$ cat src/rtl/cdb_arbiter.sv
// Writeback stage: per-unit result FIFOs feeding a round-robin arbitrated,
// registered common data bus (CDB) shared by the ROB and reservation stations.
package cdb_pkg;
  localparam int EX_UNITS = 3;
  localparam int ROB_ID_W = 6;
  localparam int DATA_W   = 32;

  typedef struct packed {
    logic                ready;
    logic [ROB_ID_W-1:0] rob_id;
    logic [DATA_W-1:0]   rd_data;
  } ex_data_bus_t;
endpackage

module cdb_arbiter
  import cdb_pkg::*;
#(
  parameter int N_EXEC     = EX_UNITS,
  parameter int FIFO_DEPTH = 2
) (
  input  logic              clk,
  input  logic              rst,
  input  logic              branch_mispredict,
  input  ex_data_bus_t      ex_bus [N_EXEC],
  output logic [N_EXEC-1:0] ex_stall,
  output ex_data_bus_t      cdb
);
  // Handshake per unit i: a result is taken at the clock edge when
  // ex_bus[i].ready && !ex_stall[i]; while stalled the unit keeps presenting
  // the same result, so each result is accepted exactly once.

  localparam int PTR_W = $clog2(FIFO_DEPTH);
  localparam int CNT_W = PTR_W + 1;
  localparam int RR_W  = (N_EXEC > 1) ? $clog2(N_EXEC) : 1;

  typedef struct packed {
    logic [ROB_ID_W-1:0] rob_id;
    logic [DATA_W-1:0]   rd_data;
  } entry_t;

  entry_t            mem    [N_EXEC][FIFO_DEPTH];
  logic [PTR_W-1:0]  wr_ptr [N_EXEC];
  logic [PTR_W-1:0]  rd_ptr [N_EXEC];
  logic [CNT_W-1:0]  count  [N_EXEC];
  logic [RR_W-1:0]   rr_ptr;
  logic [RR_W-1:0]   rr_next;
  logic [N_EXEC-1:0] push;
  logic [N_EXEC-1:0] pop;
  logic [N_EXEC-1:0] not_empty;
  logic              grant_valid;
  entry_t            head;

  // Stall looks only at the registered count, so a full FIFO stalls even when
  // it is about to pop; this keeps ex_bus.ready out of the stall path.
  always_comb begin
    for (int i = 0; i < N_EXEC; i++) begin
      ex_stall[i]  = (count[i] == CNT_W'(FIFO_DEPTH));
      not_empty[i] = (count[i] != '0);
      push[i]      = ex_bus[i].ready && !ex_stall[i] && !branch_mispredict;
    end
  end

  // Round-robin scan starting at rr_ptr; the first non-empty FIFO wins.
  always_comb begin
    grant_valid = 1'b0;
    pop         = '0;
    rr_next     = rr_ptr;
    head        = '0;
    for (int k = 0; k < N_EXEC; k++) begin
      for (int i = 0; i < N_EXEC; i++) begin
        if (!grant_valid && not_empty[i] && (((int'(rr_ptr) + k) % N_EXEC) == i)) begin
          grant_valid = 1'b1;
          pop[i]      = 1'b1;
          rr_next     = RR_W'((i + 1) % N_EXEC);
          head        = mem[i][rd_ptr[i]];
        end
      end
    end
  end

  // A flush drops everything, including this cycle's pop and pushes.
  always_ff @(posedge clk) begin
    if (rst || branch_mispredict) begin
      for (int i = 0; i < N_EXEC; i++) begin
        wr_ptr[i] <= '0;
        rd_ptr[i] <= '0;
        count[i]  <= '0;
      end
      rr_ptr <= '0;
    end else begin
      for (int i = 0; i < N_EXEC; i++) begin
        if (push[i]) wr_ptr[i] <= wr_ptr[i] + 1'b1;
        if (pop[i])  rd_ptr[i] <= rd_ptr[i] + 1'b1;
        case ({push[i], pop[i]})
          2'b10:   count[i] <= count[i] + 1'b1;
          2'b01:   count[i] <= count[i] - 1'b1;
          default: count[i] <= count[i];
        endcase
      end
      if (grant_valid) rr_ptr <= rr_next;
    end
  end

  // Payload storage needs no reset: pointers and counts define validity.
  always_ff @(posedge clk) begin
    for (int i = 0; i < N_EXEC; i++) begin
      if (push[i]) mem[i][wr_ptr[i]] <= {ex_bus[i].rob_id, ex_bus[i].rd_data};
    end
  end

  // rob_id/rd_data hold across idle cycles; only ready pulses per result.
  always_ff @(posedge clk) begin
    if (rst) begin
      cdb <= '0;
    end else if (branch_mispredict) begin
      cdb.ready <= 1'b0;
    end else if (grant_valid) begin
      cdb <= {1'b1, head.rob_id, head.rd_data};
    end else begin
      cdb.ready <= 1'b0;
    end
  end

endmodule

$ cat config.mk
export PLATFORM = sky130hd
export DESIGN_NAME = cdb_arbiter
export DESIGN_NICKNAME = d
export VERILOG_FILES = /design/src/rtl/cdb_arbiter.sv
export SDC_FILE = /design/constraint.sdc
export NUM_CORES = 1
export LEC_CHECK = 0
export ABC_CLOCK_PERIOD_IN_PS = 6790
export BUFFER_PORTS_ARGS = -buffer_cell sky130_fd_sc_hd__buf_2
export CORE_UTILIZATION = 45
export DETAILED_ROUTE_END_ITERATION = 8
export PLACE_DENSITY = 0.65
export REMOVE_ABC_BUFFERS = 1
export SLEW_MARGIN = 0
export SYNTH_ARGS = -nofsm -noshare
export SYNTH_HDL_FRONTEND = slang
export SYNTH_SLANG_ARGS = --single-unit
$ cat constraint.sdc
create_clock -name clk -period 6.79 [get_ports clk]
set_clock_uncertainty 0.2 [all_clocks]
set_input_delay 0.3395 -clock clk [delete_from_list [all_inputs] [get_ports clk]]
set_output_delay 0.3395 -clock clk [all_outputs]
set_load 0.02 [all_outputs]
==> flow_metrics.tcl, run 1 <==
set metrics [dict create \
    numCtsBuffers 30 \
    core_um2 24600 \
    vias 7061 \
    io_pins 162 \
    synth_area_um2 11410 \
    overflow 0 \
    portBuffers 161 \
    crit_end "count[1][1]" \
    antenna_found_initial 2 \
    routed_wl_mm 27.38 \
    yosysWarnings 0 \
    mostFrequentLayoutCells "240 x edfxtp_1, 161 x buf_2, 117 x dlygate4sd3_1, 115 x mux2_2, 48 x nor2_1" \
    period_minus_slack_ns 3.184 \
    mostFrequentLayoutCell "edfxtp_1" \
    holdWs_ns 0.1742 \
    r2r_cells 7 \
    dr.first_iter.drc_count 443 \
    die_y_um 161.2 \
    grt.total_usage_pct 21.22 \
    firstDrtPassIters 5 \
    setup_violations 0 \
    worst_pin_slew_ns 1.253 \
    path_max_fanout 30 \
    clk_pin_slew_ns 0.06 \
    yosysUniqueCellTypes 36 \
    cts_setup_buffers 0 \
    max_clock_freq_ghz 0.3140 \
    tns_ns 0 \
    p_leak_nw 5.305 \
    rows 57 \
    syn_inst 682 \
    viasPerCell 5.415 \
    area_growth_pct 29.21 \
    crit_arrival_ns 3.28 \
    start_kind "flop" \
    cts_tree "yes" \
    wl_per_cell_um 20.99 \
    grt_setup_unrepaired "no" \
    required_ns 6.88 \
    endpoint_kind "flop" \
    rr_startpoint "count[0][0]" \
    hold_viol_final 0 \
    dieWidth_um 161.2 \
    cp_slowest_cell "o221a_2" \
    first_global_vias 7698 \
    hp-class "primary input to flop" \
    clkSinkCount 281 \
    final_nets 1083 \
    cts_max_path_buffers 3 \
    crit_start "count[0][0]" \
    drive_gt1_share_pct 41.16 \
    start_util_pct 46.36 \
    r2r-end "count[1][1]" \
    maxCapViolCount 0 \
    slew_viol_final 0 \
    powerDensity_nw_per_um2 375.5 \
    path_cells "nor2_1 > o221a_2 > buf_4 > ha_1 > xnor2_1 > xnor2_1 > nor2_1" \
    status "finished, final reports clean" \
    h-tree-depth 1 \
    die-area_um2 25990 \
    grt_max_degree 41 \
    relSlewSlack_pct 16.46 \
    hpwl_mm 16.83 \
    clock_latency_ns 0.54 \
    avgSynthCellArea_um2 16.72 \
    grt_pass1_wl_mm 42.46 \
    cts_resized 0 \
    ys_seq_elements 281 \
    hold_buffers 117 \
    gp_congestion 0.8214 \
    vdd_drop_max_v 0.0002355 \
    min_period_over_period_pct 46.90 \
    yosysSeqAreaShare_pct 70.38 \
    reg2reg_slack_ns 3.61 \
    worstSetupPathType "flop to flop" \
    critical-path-max-stage-delay_ns 0.56 \
    drc 0 \
    ant_nets 0 \
    clock-root-buffer "clkbuf_16" \
]
[cell usage after synthesis (all sizes together)]
library cell / number / area share, %
inv: 12 / 0.39
a311o: 1 / 0.088
o21bai: 1 / 0.066
o31ai: 1 / 0.066
mux2: 115 / 11
or3b: 1 / 0.077
a311oi: 2 / 0.36
edfxtp: 240 / 63
a21oi: 3 / 0.13
a22oi: 11 / 0.72
nand4: 38 / 2.1
nor2b: 3 / 0.16
buf: 18 / 1.0
nor2: 51 / 1.7
and3: 1 / 0.055
xor2: 1 / 0.077
nor3b: 2 / 0.13
nand2b: 15 / 0.82
o221a: 1 / 0.099
ha: 8 / 0.88
xnor2: 4 / 0.31
a221oi: 38 / 4.3
clkbuf: 28 / 0.92
and2: 3 / 0.16
nor3: 1 / 0.044
dfxtp: 41 / 7.2
o21ai: 4 / 0.18
or2: 4 / 0.22
nand2: 6 / 0.20
a211oi: 27 / 2.9
a31o: 1 / 0.077
[area by class of cell]
| cell class | instances | area, um2 |
|---|---|---|
| Multi-Input combinational cell | 343 | 3187 |
| Clock buffer | 46 | 923.4 |
| Tap cell | 324 | 405.4 |
| Timing Repair Buffer | 287 | 2044 |
| Antenna cell | 1 | 2.502 |
| Clock inverter | 10 | 102.6 |
| Fill cell | 1852 | 9867 |
| Inverter | 12 | 45.04 |
| Sequential cell | 281 | 8028 |
[registers in the layout (all words and copies together), names as in the netlist]
name / flops
mem: 228
cdb: 39
count: 6
rd_ptr: 3
wr_ptr: 3
rr_ptr: 2
[how the worst min path moves through the flow]
stage                            from  slack [ns]        end  cells past startpoint
floorplan                         rst        0.20     cdb[0]                      1
global placement               cdb[8]        0.29     cdb[8]                      2
detailed placement            cdb[15]        0.30    cdb[15]                      2
CTS                 branch_mispredict        0.15  rr_ptr[0]                      3
global route        branch_mispredict        0.18  rr_ptr[0]                      3
finish              branch_mispredict        0.17  rr_ptr[0]                      3
[stage by stage]
step	instances	total power [mW]	worst slack, ns	utilization (%)	instance area [um2]
4_1_cts	1303	5.570	3.620	59.89	14740
6_report	1304	5.535	3.606	59.90	14740
5_1_grt	1304	5.776	3.388	59.90	14740
3_3_place_gp	1130	3.811	3.761	50.96	12540
3_5_place_dp	1130	3.873	3.631	50.96	12540
2_1_floorplan	636	3.312	2.903	-	11190
[power breakdown]
| part | switching, mW | total, mW | internal (mW) | leakage, nW |
|---|---|---|---|---|
| Sequential | 0.134 | 2.23 | 2.10 | 2.56 |
| Clock | 0.634 | 1.64 | 1.01 | 0.510 |
| Combinational | 1.02 | 1.66 | 0.634 | 2.23 |
| Total | 1.79 | 5.53 | 3.74 | 5.30 |
[worst max-delay path, delay by kind of cell (launching register included)]
kind | cells | cell delay [ns]
XOR/XNOR | 2 | 0.28
AND/OR/NAND/NOR | 2 | 0.54
AO/OA/AOI/OAI | 1 | 0.56
buffers and inverters | 1 | 0.55
flip-flops | 1 | 0.51
adder cells (fa/ha/maj) | 1 | 0.26
[metal layers]
layer	GRT usage, %	vias up	share of wire, %
met2	36.19	217	50
met4	5.961	2	1.9
li1	-	3237	-
met5	0	-	0.037
met1	28.03	3565	43
met3	3.493	40	5.2
[logic make-up after synthesis]
| group | after synthesis | share of synthesized area [%] |
|---|---|---|
| buffers and inverters | 58 | 2.314 |
| muxes | 115 | 11.35 |
| AOI/OAI and AO/OA | 90 | 9.050 |
| xor gates and xnor gates | 5 | 0.3839 |
| DFF | 281 | 70.38 |
| adders and majority gates | 8 | 0.8776 |
| and+or+nand+nor | 125 | 5.638 |
Note: power is estimated with default switching activity, not from simulation.
==> run 2, diff against run 1 <==
Settings changed: ABC_AREA from default to 1, ABC_CLOCK_PERIOD_IN_PS 6790 to 3300, PLACE_DENSITY 0.65 to default.
Clock period 6.79 ns to 3.3 ns, I/O delays scaled along.
==> flow_metrics.tcl, run 2 <==
set metrics [dict create \
    mostFrequentLayoutCells "304 x nand2_1, 240 x edfxtp_1, 237 x inv_1, 174 x nor2_1, 161 x buf_2" \
    holdWs_ns 0.05563 \
    grt_pass1_wl_mm 60.48 \
    numCtsBuffers 29 \
    power_mw 12.10 \
    synth_area_leaders "edfxtp_1 53%, nand2_1 8.4%, inv_1 6.6%, dfxtp_1 6.0%, nand3_1 5.6%" \
    endpoint_kind "flop" \
    start_kind "flop" \
    ys_seq_elements 281 \
    slew_viol_final 0 \
    grt_max_degree 78 \
    routed_wl_mm 39.28 \
    mostFrequentLayoutCell "nand2_1" \
    clock-root-buffer "clkbuf_16" \
    final_nets 1948 \
    antenna_cells 0 \
    vdd_drop_max_v 0.0005353 \
    portBuffers 161 \
    cts_tree "yes" \
    max_clock_freq_ghz 0.3401 \
    die-area_um2 31110 \
    clkSinkCount 281 \
    synth_top_area_share_pct 52.66 \
    synthTopCellsByCount "307 x nand2_1, 240 x edfxtp_1, 239 x inv_1, 185 x nor2_1, 154 x nand3_1" \
    area_growth_pct 25.52 \
    first_global_vias 11130 \
    relSlewSlack_pct 48.57 \
    antenna_found_initial 0 \
    reg2reg_slack_ns 0.36 \
    synth_edf_count 240 \
    yosysSeqAreaShare_pct 58.66 \
    ant_nets 0 \
    core_um2 29800 \
    yosysWarnings 0 \
    p_leak_nw 7.258 \
    place_inst 2057 \
    overflow 0 \
    setup_violations 0 \
    worstSetupPathType "flop to flop" \
    min_period_over_period_pct 89.10 \
    cts_max_path_buffers 3 \
    clk_pin_slew_ns 0.06 \
    worst_pin_slew_ns 0.7715 \
    firstDrtPassIters 6 \
    vias 11630 \
    async_flop_share_pct 0 \
    dieWidth_um 176.4 \
    maxCapViolCount 0 \
    io_pins 162 \
    synthFlopType "edfxtp_1" \
    syn_inst 1557 \
    gp_congestion 0.8922 \
    synth.most_common_cell "nand2_1" \
    die_y_um 176.4 \
    viasPerCell 5.209 \
    wl_per_cell_um 17.59 \
    final_util_pct 57.65 \
    tns_ns 0 \
    final_cells 2233 \
    cts_resized 0 \
    grt.total_usage_pct 25.39 \
    grt_setup_unrepaired "no" \
    start_util_pct 45.93 \
    drc 0 \
    clock_latency_ns 0.56 \
    path_max_fanout 23 \
    synth_top_area_cell "edfxtp_1" \
    powerDensity_nw_per_um2 704.4 \
    rows 63 \
    required_ns 3.61 \
    hpwl_mm 24.43 \
    yosysUniqueCellTypes 30 \
    drive_gt1_share_pct 15.57 \
    h-tree-depth 1 \
    synth_area_um2 13690 \
    crit_arrival_ns 3.25 \
    status "finished, final reports clean" \
    largest_reg_flops 228 \
    avgSynthCellArea_um2 8.790 \
    hold_viol_final 0 \
    dr.first_iter.drc_count 1081 \
    period_minus_slack_ns 2.940 \
    hp-class "primary input to flop" \
]
[run 2: cell count changes in the layout (fill, tap and decap cells not counted), moves of 42 or more]
cell / before / now
mux2_2: 115 / 4
o21ai_0: 3 / 125
nand4_1: 38 / 80
inv_1: 12 / 237
nor2_1: 48 / 174
nand3_1: 0 / 153
nand2_1: 6 / 304
[run 2: metal layers]
layer  share of wire, %  GRT usage [%]  wire length, um  up-vias
met5                  0              0                0        -
met4                2.0          7.364              775        0
met3                7.5          3.338             2937       61
met2                 47          42.75            18480      475
met1                 44          34.28            17090     5420
li1                   -              -                -     5675
[run 2: stage by stage]
| step | setup WS [ns] | area, um2 |
|---|---|---|
| floorplan | -1.951 | 13260 |
| global placement | 0.4928 | 15040 |
| detailed placement | 0.3941 | 15040 |
| CTS | 0.3846 | 17180 |
| global route | 0.1721 | 17180 |
| finish | 0.3598 | 17180 |
[run 2: critical path: stages, from the launching register on]
cell,delay [ns]
dfxtp_1,0.36
inv_1,0.06
ha_2,0.41
inv_2,0.13
nand4_1,0.17
nor2_4,0.62
buf_4,0.39
nand2_1,0.09
nand3_1,0.08
nor2_1,0.05
nand3_1,0.08
nor2_1,0.04
nand3_1,0.08
nand2_1,0.07
inv_1,0.05
[run 2: kinds of logic after synthesis]
group	count (synthesis)	synth area share (%)
compound gates	188	7.003
fa+ha+maj	8	0.7314
buf+inv	337	9.819
flops	281	58.66
mux	4	0.3291
simple gates	739	23.46
[run 2: area by class of cell]
type,count,area (um2)
fill,2614,12620
sequential,281,8028
multi-input combinational,939,4424
timing repair buffer,325,2405
inverter,244,915.9
clock buffer,39,813.3
tap,390,488.0
clock inverter,15,103.9
[run 2: power by group]
part	internal [mW]	switching (mW)
combinational	1.38	3.02
sequential	4.27	0.250
clock	1.80	1.38
total	7.45	4.65
[run 2: worst paths after layout]
kind | start | endpoint | depth (start not counted)
worst max-delay path | rr_ptr[0] | cdb[27] | 14
worst min-delay path | rst | cdb[28] | 5
worst max register to register | rr_ptr[0] | cdb[27] | 14
worst min register to register | rr_ptr[1] | rr_ptr[1] | 2
[run 2: repair_timing]
action	CTS	global route
hold buffers	122	0
hold endpoints to repair	241	0
setup buffers	0	0
==> run 3, diff against run 2 <==
Settings changed: CORE_UTILIZATION 45 to 59, PLACE_DENSITY from default to 0.81.
==> flow_metrics.tcl, run 3 (synthesized netlist as in run 2, its figures left out) <==
set metrics [dict create \
    largest_reg_flops 228 \
    p_leak_nw 7.199 \
    ant_nets 0 \
    cp_slowest_cell "inv_1" \
    p_sw_mw 4.835 \
    io_pins 162 \
    die_y_um 154.3 \
    first_global_vias 12120 \
    area_growth_pct 24.21 \
    crit_path_frequent_cell "inv_1" \
    wl_per_cell_um 20.02 \
    final_util_pct 74.85 \
    gp_congestion 0.8788 \
    grt.total_usage_pct 35.81 \
    use_met2_pct 59.59 \
    antenna_found_initial 0 \
    r2r_cells 13 \
    place_area_um2 14860 \
    min_period_over_period_pct 92.90 \
    mostFrequentLayoutCells "305 x nand2_1, 240 x edfxtp_1, 239 x inv_1, 174 x nor2_1, 161 x buf_2" \
    drive_gt1_share_pct 14.86 \
    hold_depth 3 \
    powerDensity_nw_per_um2 724.5 \
    crit_family "simple AND/OR/NAND/NOR gates" \
    endpoint_kind "flop" \
    grt_use_met3_pct 7.537 \
    grt_max_degree 78 \
    reg2reg_slack_ns 0.23 \
    viasPerCell 5.899 \
    start_util_pct 60.26 \
    maxCapViolCount 0 \
    crit_arrival_ns 3.31 \
    combPwrFrac_pct 37.3 \
    internal-power_mw 7.480 \
    mostFrequentLayoutCell "nand2_1" \
    max_clock_freq_ghz 0.3262 \
    required_ns 3.55 \
    core_um2 22710 \
    top_usage_layer "met2" \
    switching_share_pct 39.26 \
    portBuffers 161 \
    antenna_cells 0 \
    hold_viol_final 0 \
    clkSinkCount 281 \
    critical-path-max-stage-delay_ns 0.47 \
    worstHoldEndpoint "rd_ptr[0][2]" \
    hp-class "primary input to flop" \
    setup_violations 0 \
    final_nets 1937 \
    vdd_drop_max_v 0.0006498 \
    path_max_fanout 38 \
    dieWidth_um 154.3 \
    power_frac_clock_pct 26.3 \
    vias 12480 \
    clock_latency_ns 0.55 \
    rr_startpoint "count[2][1]" \
    relSlewSlack_pct 18.57 \
    grt_pass1_wl_mm 64.80 \
    hpwl_mm 23.78 \
    drc 0 \
    overflow 0 \
    die-area_um2 23810 \
    status "finished, final reports clean" \
    cp_num_buf_inv 4 \
    grt_use_met1_pct 43.53 \
    worstSetupPathType "flop to flop" \
    dr.first_iter.drc_count 1671 \
    worstHoldStart "rst" \
    rows 55 \
    stdcell_area_um2 17000 \
    h-tree-depth 1 \
    clk_pin_slew_ns 0.07 \
    clock-root-buffer "clkbuf_16" \
    layout.area.seq_um2 8028 \
    cts_tree "yes" \
    nFillCells 1472 \
    multiInputGateArea_um2 4428 \
    path_cells "inv_1 > ha_1 > inv_1 > nand4_1 > nand4_1 > nor2_4 > nand3_2 > buf_4 > nor2_1 > nor2_1 > nand3_1 > nand2_1 > inv_1" \
    seq_power_share_pct 36.4 \
    slew_viol_final 0 \
    post-place-ws_ns 0.03626 \
    grt_setup_unrepaired "no" \
    worst_pin_slew_ns 1.220 \
    cts_max_path_buffers 3 \
    start_kind "flop" \
    cts_setup_buffers 0 \
    routed_wl_mm 42.37 \
    r2r-end "cdb[3]" \
    firstDrtPassIters 6 \
    finalWorstSetupSlack_ns 0.2342 \
    tns_ns 0 \
    numCtsBuffers 28 \
    period_minus_slack_ns 3.066 \
]
[run 3: changes by cell type in the layout (fill, tap and decap cells not counted), sizes merged]
cell	change
buf	-10
bufinv	+2
clkinv	+1
dlygate4sd3	-1
nor2	+1
inv	-1
clkbuf	-6
clkinvlp	+2
[run 3: final cells by class]
cell class                 count  share of cell area (%)
timing repair buffer         314                   13.79
sequential                   281                   47.23
inverter                     244                   5.388
tap                          285                   2.098
multi-input combinational    940                   26.05
clock buffer                  33                   4.416
clock inverter                19                   1.030
[run 3: tightest hold or removal path, delay by kind of cell]
| kind | cells | cell delay (ns) |
|---|---|---|
| buf+inv | 1 | 0.15 |
| simple gates | 2 | 0.36 |
[run 3: per-stage QoR]
| step | std cells | power (mW) | hold slack [ns] |
|---|---|---|---|
| 2_1_floorplan | 1464 | 7.154 | 0.06387 |
| 3_3_place_gp | 1942 | 8.597 | 0.1520 |
| 3_5_place_dp | 1942 | 8.720 | 0.1557 |
| 4_1_cts | 2115 | 12.05 | 0.02291 |
| 5_1_grt | 2116 | 12.83 | 0.05890 |
| 6_report | 2116 | 12.32 | 0.04568 |
[run 3: timing repair]
action	4_1_cts	5_1_grt
setup endpoints to repair	0	26
hold buffers	121	0
gates resized for setup	0	0
endpoints found under the hold margin	238	0
[run 3: power by group through the flow]
stage               registers [mW]  logic (mW)  clock network, mW
finish                        4.48        4.59               3.24
global route                  4.51        4.93               3.40
CTS                           4.47        4.36               3.22
detailed placement            4.54        4.18                  0
global placement              4.52        4.07                  0
floorplan                     4.82        2.34                  0
[run 3: worst max-delay path by stage]
stage                 from          end  cells past startpoint
2_1_floorplan    rr_ptr[0]  count[1][1]                     13
3_3_place_gp     rr_ptr[1]  count[2][0]                     11
3_5_place_dp     rr_ptr[1]  count[2][0]                     11
4_1_cts          rr_ptr[1]  count[2][0]                     11
5_1_grt        count[2][0]      cdb[19]                     13
6_report       count[2][1]       cdb[3]                     13
[run 3: per-layer routing]
metal | share of wire (%) | vias to the layer above
li1 | - | 5664
met1 | 35 | 5645
met2 | 47 | 952
met3 | 12 | 221
met4 | 6.5 | 0
met5 | 0 | -
